[config.mk]
export PLATFORM = sky130hd
export DESIGN_NAME = alu_seq
export DESIGN_NICKNAME = d
export VERILOG_FILES = /design/src/rtl/alu_defs.sv /design/src/rtl/muldiv_seq.sv /design/src/rtl/alu_seq.sv
export SDC_FILE = /design/constraint.sdc
export NUM_CORES = 2
export LEC_CHECK = 0
export CAP_MARGIN = 20
export CORE_MARGIN = 8
export CORE_UTILIZATION = 63
export CTS_CLUSTER_SIZE = 14
export DETAILED_ROUTE_END_ITERATION = 10
export PLACE_DENSITY = 0.83
export SYNTH_ARGS = -nofsm -noshare
export SYNTH_HDL_FRONTEND = slang
export SYNTH_SLANG_ARGS = --single-unit
[constraint.sdc]
create_clock -name clk -period 5.12 [get_ports clk]
set_input_delay 1.024 -clock clk [delete_from_list [all_inputs] [get_ports clk]]
set_output_delay 1.024 -clock clk [all_outputs]
set_load 0.05 [all_outputs]
[src/rtl/alu_defs.sv]
// Shared definitions for the sequential ALU: one-hot op codes, FSM state
// encoding and the multiply/divide core mode.
package alu_defs;

  localparam int CTRL_W = 13;

  localparam logic [CTRL_W-1:0] OP_AND  = 13'h0001;
  localparam logic [CTRL_W-1:0] OP_OR   = 13'h0002;
  localparam logic [CTRL_W-1:0] OP_ADD  = 13'h0004;
  localparam logic [CTRL_W-1:0] OP_SUB  = 13'h0008;
  localparam logic [CTRL_W-1:0] OP_MUL  = 13'h0010;
  localparam logic [CTRL_W-1:0] OP_DIV  = 13'h0020;
  localparam logic [CTRL_W-1:0] OP_SHR  = 13'h0040;
  localparam logic [CTRL_W-1:0] OP_SHRA = 13'h0080;
  localparam logic [CTRL_W-1:0] OP_SHL  = 13'h0100;
  localparam logic [CTRL_W-1:0] OP_ROR  = 13'h0200;
  localparam logic [CTRL_W-1:0] OP_ROL  = 13'h0400;
  localparam logic [CTRL_W-1:0] OP_NEG  = 13'h0800;
  localparam logic [CTRL_W-1:0] OP_NOT  = 13'h1000;

  typedef enum logic [1:0] {
    ST_IDLE = 2'd0,
    ST_ITER = 2'd1,
    ST_FIX  = 2'd2,
    ST_DONE = 2'd3
  } state_e;

  typedef enum logic {
    MD_MUL = 1'b0,
    MD_DIV = 1'b1
  } md_mode_e;

  // True when exactly one control bit is set.
  function automatic logic is_onehot(input logic [CTRL_W-1:0] v);
    return (v != '0) && ((v & (v - CTRL_W'(1))) == '0);
  endfunction

endpackage

[src/rtl/muldiv_seq.sv]
// Iterative unsigned core: shift-add multiply or restoring divide, one bit
// per clock for WIDTH clocks after load. Operands are magnitudes; signs are
// handled by the caller.
//   MUL: result = a_mag * b_mag (2*WIDTH bits)
//   DIV: result = {a_mag % b_mag, a_mag / b_mag}; a zero divisor yields an
//        all-ones quotient and a remainder equal to the dividend.
module muldiv_seq
  import alu_defs::*;
#(
  parameter int WIDTH = 32
) (
  input  logic                 clk,
  input  logic                 reset_n,
  input  logic                 load,
  input  md_mode_e             mode,
  input  logic [WIDTH-1:0]     a_mag,
  input  logic [WIDTH-1:0]     b_mag,
  output logic [2*WIDTH-1:0]   result,
  output logic                 last
);

  localparam int CW = $clog2(WIDTH);
  localparam logic [CW-1:0] LAST_CNT = CW'(WIDTH - 1);
  localparam logic [CW-1:0] CNT_ONE  = CW'(1);

  // hi_q: upper product half / partial remainder
  // lo_q: multiplier being consumed / dividend shifting into quotient
  logic [WIDTH-1:0] hi_q, hi_d;
  logic [WIDTH-1:0] lo_q, lo_d;
  logic [WIDTH-1:0] d_q;
  logic [CW-1:0]    cnt_q;
  logic             run_q;
  md_mode_e         mode_q;

  logic [WIDTH:0]   sum;
  logic [WIDTH:0]   shifted;
  logic [WIDTH:0]   trial;

  // One iteration step for whichever operation is loaded.
  always_comb begin
    sum     = '0;
    shifted = '0;
    trial   = '0;
    hi_d    = hi_q;
    lo_d    = lo_q;
    if (mode_q == MD_MUL) begin
      sum  = {1'b0, hi_q} + (lo_q[0] ? {1'b0, d_q} : '0);
      hi_d = sum[WIDTH:1];
      lo_d = {sum[0], lo_q[WIDTH-1:1]};
    end else begin
      shifted = {hi_q, lo_q[WIDTH-1]};
      trial   = shifted - {1'b0, d_q};
      if (!trial[WIDTH]) begin
        hi_d = trial[WIDTH-1:0];
        lo_d = {lo_q[WIDTH-2:0], 1'b1};
      end else begin
        hi_d = shifted[WIDTH-1:0];
        lo_d = {lo_q[WIDTH-2:0], 1'b0};
      end
    end
  end

  // Load operands, then step once per clock until the final iteration.
  always_ff @(posedge clk or negedge reset_n) begin
    if (!reset_n) begin
      hi_q   <= '0;
      lo_q   <= '0;
      d_q    <= '0;
      cnt_q  <= '0;
      run_q  <= 1'b0;
      mode_q <= MD_MUL;
    end else if (load) begin
      hi_q   <= '0;
      lo_q   <= (mode == MD_MUL) ? b_mag : a_mag;
      d_q    <= (mode == MD_MUL) ? a_mag : b_mag;
      cnt_q  <= '0;
      run_q  <= 1'b1;
      mode_q <= mode;
    end else if (run_q) begin
      hi_q  <= hi_d;
      lo_q  <= lo_d;
      cnt_q <= cnt_q + CNT_ONE;
      if (cnt_q == LAST_CNT) begin
        run_q <= 1'b0;
      end
    end
  end

  assign result = {hi_q, lo_q};
  assign last   = run_q && (cnt_q == LAST_CNT);

endmodule

[src/rtl/alu_seq.sv]
// Multi-cycle ALU. Logic/add/shift/rotate ops complete in one cycle;
// signed MUL/DIV iterate WIDTH cycles in muldiv_seq, then get a sign fix.
// Handshake: start is sampled only in IDLE; busy is high from the accepted
// start until (and including) the single-cycle done pulse; C/dz/err hold
// until the next accepted start.
module alu_seq
  import alu_defs::*;
#(
  parameter int WIDTH = 32,
  parameter int SHW   = $clog2(WIDTH)
) (
  input  logic                 clk,
  input  logic                 reset_n,
  input  logic                 start,
  input  logic [CTRL_W-1:0]    control,
  input  logic [WIDTH-1:0]     A,
  input  logic [WIDTH-1:0]     B,
  output logic [2*WIDTH-1:0]   C,
  output logic                 busy,
  output logic                 done,
  output logic                 dz,
  output logic                 err,
  output logic [1:0]           dbg_state
);

  localparam logic [WIDTH-1:0]   WIDTH_V = WIDTH'(WIDTH);
  localparam logic [WIDTH-1:0]   ONE_W   = WIDTH'(1);
  localparam logic [2*WIDTH-1:0] ONE_2W  = (2*WIDTH)'(1);

  state_e              state_q, state_d;
  logic [CTRL_W-1:0]   op_q, op_d;
  logic [WIDTH-1:0]    a_q, a_d;
  logic [WIDTH-1:0]    b_q, b_d;
  logic [2*WIDTH-1:0]  c_q, c_d;
  logic                dz_q, dz_d;
  logic                err_q, err_d;

  logic                core_load;
  logic                core_last;
  md_mode_e            core_mode;
  logic [WIDTH-1:0]    a_mag, b_mag;
  logic [2*WIDTH-1:0]  core_res;

  logic [WIDTH-1:0]    alu_lo;
  logic [SHW-1:0]      shamt;
  logic [SHW-1:0]      rot_amt;
  logic                b_big;

  logic [2*WIDTH-1:0]  mul_res;
  logic [WIDTH-1:0]    quo_raw, rem_raw;
  logic [WIDTH-1:0]    quo_fix, rem_fix;

  // Magnitudes feed the core directly at the accepted start edge.
  assign a_mag     = A[WIDTH-1] ? (~A + ONE_W) : A;
  assign b_mag     = B[WIDTH-1] ? (~B + ONE_W) : B;
  assign core_mode = (control == OP_MUL) ? MD_MUL : MD_DIV;

  muldiv_seq #(.WIDTH(WIDTH)) u_core (
    .clk     (clk),
    .reset_n (reset_n),
    .load    (core_load),
    .mode    (core_mode),
    .a_mag   (a_mag),
    .b_mag   (b_mag),
    .result  (core_res),
    .last    (core_last)
  );

  // Single-cycle datapath, evaluated on the operands presented with start.
  always_comb begin
    shamt   = B[SHW-1:0];
    rot_amt = SHW'(32'(B[SHW-1:0]) % WIDTH);
    b_big   = (B >= WIDTH_V);
    alu_lo  = '0;
    case (control)
      OP_AND:  alu_lo = A & B;
      OP_OR:   alu_lo = A | B;
      OP_ADD:  alu_lo = A + B;
      OP_SUB:  alu_lo = A - B;
      OP_SHR:  alu_lo = b_big ? '0 : (A >> shamt);
      OP_SHRA: alu_lo = b_big ? {WIDTH{A[WIDTH-1]}} : ($signed(A) >>> shamt);
      OP_SHL:  alu_lo = b_big ? '0 : (A << shamt);
      OP_ROR:  alu_lo = (A >> rot_amt) | (A << (WIDTH - int'(rot_amt)));
      OP_ROL:  alu_lo = (A << rot_amt) | (A >> (WIDTH - int'(rot_amt)));
      OP_NEG:  alu_lo = ~A + ONE_W;
      OP_NOT:  alu_lo = ~A;
      default: alu_lo = '0;
    endcase
  end

  // Sign correction of the raw magnitude result using the captured operands.
  always_comb begin
    mul_res = (a_q[WIDTH-1] ^ b_q[WIDTH-1]) ? (~core_res + ONE_2W) : core_res;
    quo_raw = core_res[WIDTH-1:0];
    rem_raw = core_res[2*WIDTH-1:WIDTH];
    quo_fix = (a_q[WIDTH-1] ^ b_q[WIDTH-1]) ? (~quo_raw + ONE_W) : quo_raw;
    rem_fix = a_q[WIDTH-1] ? (~rem_raw + ONE_W) : rem_raw;
  end

  // FSM next state and output-register updates.
  always_comb begin
    state_d   = state_q;
    op_d      = op_q;
    a_d       = a_q;
    b_d       = b_q;
    c_d       = c_q;
    dz_d      = dz_q;
    err_d     = err_q;
    core_load = 1'b0;
    case (state_q)
      ST_IDLE: begin
        if (start) begin
          op_d  = control;
          a_d   = A;
          b_d   = B;
          dz_d  = 1'b0;
          if (!is_onehot(control)) begin
            err_d   = 1'b1;
            c_d     = '0;
            state_d = ST_DONE;
          end else if ((control == OP_MUL) || (control == OP_DIV)) begin
            err_d     = 1'b0;
            c_d       = '0;
            core_load = 1'b1;
            state_d   = ST_ITER;
          end else begin
            err_d   = 1'b0;
            c_d     = {{WIDTH{1'b0}}, alu_lo};
            state_d = ST_DONE;
          end
        end
      end
      ST_ITER: begin
        if (core_last) begin
          state_d = ST_FIX;
        end
      end
      ST_FIX: begin
        if (op_q == OP_MUL) begin
          c_d = mul_res;
        end else if (b_q == '0) begin
          dz_d = 1'b1;
          c_d  = {a_q, {WIDTH{1'b1}}};
        end else begin
          c_d = {rem_fix, quo_fix};
        end
        state_d = ST_DONE;
      end
      ST_DONE: begin
        state_d = ST_IDLE;
      end
      default: begin
        state_d = ST_IDLE;
      end
    endcase
  end

  // State and output registers; reset aborts any operation in flight.
  always_ff @(posedge clk or negedge reset_n) begin
    if (!reset_n) begin
      state_q <= ST_IDLE;
      op_q    <= '0;
      a_q     <= '0;
      b_q     <= '0;
      c_q     <= '0;
      dz_q    <= 1'b0;
      err_q   <= 1'b0;
    end else begin
      state_q <= state_d;
      op_q    <= op_d;
      a_q     <= a_d;
      b_q     <= b_d;
      c_q     <= c_d;
      dz_q    <= dz_d;
      err_q   <= err_d;
    end
  end

  assign C         = c_q;
  assign dz        = dz_q;
  assign err       = err_q;
  assign busy      = (state_q != ST_IDLE);
  assign done      = (state_q == ST_DONE);
  assign dbg_state = state_q;

endmodule

==> metrics.yaml <==
status: "complete, but fails checks"
failed_checks: "DRC, slew limit, setup timing"
synth-seq-cells: 248
maxSlewViolCount: 1
fin_ws_ns: -0.07879
hold_class: "in -> async"
synth_top_cell_by_area: "dfrtp_1"
antenna_found_initial: 22
critPathKind: "in -> reg"
fin_area_um2: 34070
post-place-ws_ns: -0.5260
max-slew-margin-rel: -0.05745
drive_gt1_frac: 0.1726
place_congestion: 1.169
dpl-instance-area_um2: 32910
cp_max_fo: 37
grt_max_degree: 105
io_pins: 150
rows: 78
clk_pin_slew_ns: 0.06
ys_types: 90
cts_tree: "yes"
layout.cells.non_filler: 4684
area_growth_pct: 17.97
synthArstFlopShare: 1.000
arrival_ns: 5.68
die_y_um: 230.1
fin_nets: 4239
wl_per_cell_um: 32.12
via_count: 36030
seq_area_um2: 6207
syn_nets: 4020
coreArea_um2: 45280
synth_ff_type: "dfrtp_1"
r2r_slack_ns: 0.77
period_share: 1.015
synth.area.top_cells: "dfrtp_1, a21oi_1, nand2_1"
end_kind: "flop"
synth.top_cell.area_share: 0.2149
clk_latency_ns: 0.61
ys_seq_area_frac: 0.2149
finalSetupViolations: 2
drtIter0Drc: 6779
cts_hold_buf: 0
max_cap_viol_count: 0
wl_um: 150500
viasPerCell: 7.693
fillers: 3245
clock_sinks: 248
dp_hpwl_um: 109300
grt_pass1_vias: 33250
crit_required_ns: 5.61
rsz0062_at_grt: "yes"
power_density_nw_per_um2: 362.0
ir_drop_v: 0.0005822
max_slew.worst_pin.slew_ns: 1.586
grt_use_total: 0.5360
synth_area_um2: 28880
finalHoldViolCount: 0
power_leakage_nw: 14.70
cts_buffers: 29
startpoint_type: "input pin"
dr.pass1.iters: 11
fin_tns_setup_ns: -0.08437
placedCellCount: 4611
grt-ovfl-total: 0
synthCells: 3827
synth-edff-count: 0
ys_warn_count: 0
fmax_ghz: 0.1924
skew_ns: 0.01905
portBuffers: 149
initial_core_util: 0.6377
syn_avg_cell_area_um2: 7.546
detail-route-antenna-nets: 0
grt_pass1_wl_um: 216500
cts_root_buffer: "clkbuf_16"
die_w_um: 230.1
multi_input_area_um2: 21400
die_area_um2: 52940
min_period_ns: 5.199
drcViolationCount: 21
cts-htree-levels: 1
clock_path_buffers: 3
placed cells by master, fill, tap and decap left out, types with 22 or more instances in the layout:
| master | Yosys | final |
|---|---|---|
| mux2_2 | 123 | 122 |
| or3_1 | 45 | 41 |
| nand3_1 | 58 | 56 |
| o21ai_0 | 301 | 290 |
| a211oi_1 | 70 | 67 |
| and3_1 | 22 | 22 |
| inv_1 | 79 | 77 |
| o211ai_1 | 42 | 42 |
| a221oi_1 | 30 | 29 |
| xnor2_1 | 113 | 109 |
| ha_1 | 110 | 108 |
| mux4_2 | 42 | 42 |
| clkbuf_16 | 0 | 29 |
| dfrtp_1 | 248 | 247 |
| nor2_1 | 395 | 394 |
| xor2_1 | 142 | 140 |
| nor4_1 | 33 | 30 |
| clkdlybuf4s50_1 | 0 | 144 |
| a21oi_1 | 360 | 351 |
| a31oi_1 | 41 | 40 |
| a21o_1 | 58 | 58 |
| nand2b_1 | 27 | 27 |
| a22o_1 | 39 | 39 |
| mux2i_1 | 155 | 154 |
| buf_4 | 0 | 373 |
| o22ai_1 | 70 | 70 |
| o31ai_1 | 30 | 28 |
| nor3_1 | 66 | 63 |
| nand2_1 | 433 | 432 |
stage by stage:
step | total power, W | hold slack, ns | utilization
final | 0.01233 | 0.4242 | 0.7523
after global routing | 0.01260 | 0.4891 | 0.7515
after CTS | 0.01183 | 0.4902 | 0.7478
after detailed placement | 0.009612 | 0.4699 | 0.7268
after global placement | 0.009431 | 0.4605 | 0.7268
after floorplan | 0.007201 | 0.4447 | -
repair_timing:
action	in CTS	in global routing
endpoints found under the setup margin	0	16
buffers inserted	0	3
resized for setup	0	28
kinds of logic (layout without fill, tap and decap cells):
kind of cell	Yosys count	count (layout)	share of synthesized area
simple gates	1202	1202	0.1882
compound gates	1265	1265	0.2789
fa+ha+maj	113	113	0.04974
mux	320	320	0.1344
flops	248	248	0.2149
xor+xnor	255	255	0.07734
other cells	0	17	0
buf+inv	424	664	0.05654
synth_stat cells (13+ instances only):
cell       instances
mux2i_1          155
nand2_1          433
or3_1             45
a22o_1            39
dfrtp_1          248
buf_1             37
o211ai_1          42
nor2b_1           20
a31oi_1           41
ha_1             110
mux2_2           123
nand4_1           17
o31ai_1           30
o221ai_1          20
and3_1            22
o21bai_1          14
inv_1             79
xnor2_1          113
o2111ai_1         13
a21o_1            58
o21a_1            19
or2_2             17
nand2b_1          27
nor4_1            33
o22ai_1           70
or4_1             16
o32a_1            14
mux4_2            42
a21oi_1          360
nor3_1            66
o21ai_0          301
a221oi_1          30
nand3_1           58
nor2_1           395
clkbuf_1         287
xor2_1           142
a211oi_1          70
registers in the layout (all words and copies together) (netlist names):
register	cells
u_core.run_q	1
u_core.lo_q	32
u_core.d_q	32
u_core.mode_q	1
u_core.cnt_q	5
err	1
a_q	32
dz	1
op_q	13
b_q	32
dbg_state	2
u_core.hi_q	32
C	64
routing by layer:
layer	vias up	wire, um	GRT usage
met3	1185	26120	0.2445
met1	16480	48750	0.6216
met4	24	16730	0.4340
li1	14510	-	-
met2	3831	58590	0.7513
met5	-	264	0.005676
worst paths after layout:
path | to | startpoint | cells after the start
worst min register to register | C[55] | C[55] | 2
worst min-delay path | b_q[20] | reset_n | 1
min in group clk | C[55] | C[55] | 2
worst max register to register | u_core.hi_q[28] | u_core.lo_q[31] | 15
max in group asynchronous | C[33] | reset_n | 2
worst max-delay path | C[24] | B[0] | 14
worst max-delay path, cell delays in order:
cell      delay [ns]
buf_4           0.10
buf_4           0.12
buf_4           0.10
buf_4           0.40
buf_4           0.57
mux2_2          0.46
mux2i_1         0.20
mux2i_1         0.14
mux2i_1         0.78
a21oi_1         0.23
a31oi_1         0.91
o221ai_1        0.23
a211oi_1        0.28
nor2_1          0.07
area by class of cell:
class / instances / area share
Multi-Input combinational cell: 3155 / 0.6281
Clock inverter: 17 / 0.005142
Clock buffer: 35 / 0.02284
Sequential cell: 248 / 0.1822
Antenna cell: 17 / 0.001249
Inverter: 85 / 0.009549
Timing Repair Buffer: 527 / 0.1289
Tap cell: 600 / 0.02204
where the power goes:
part,switching [W],internal (W),total (W)
clock network,0.000960,0.00119,0.00215
logic,0.00448,0.00251,0.00699
registers,0.000653,0.00254,0.00319
No activity file was read; power rests on OpenSTA's default activity.
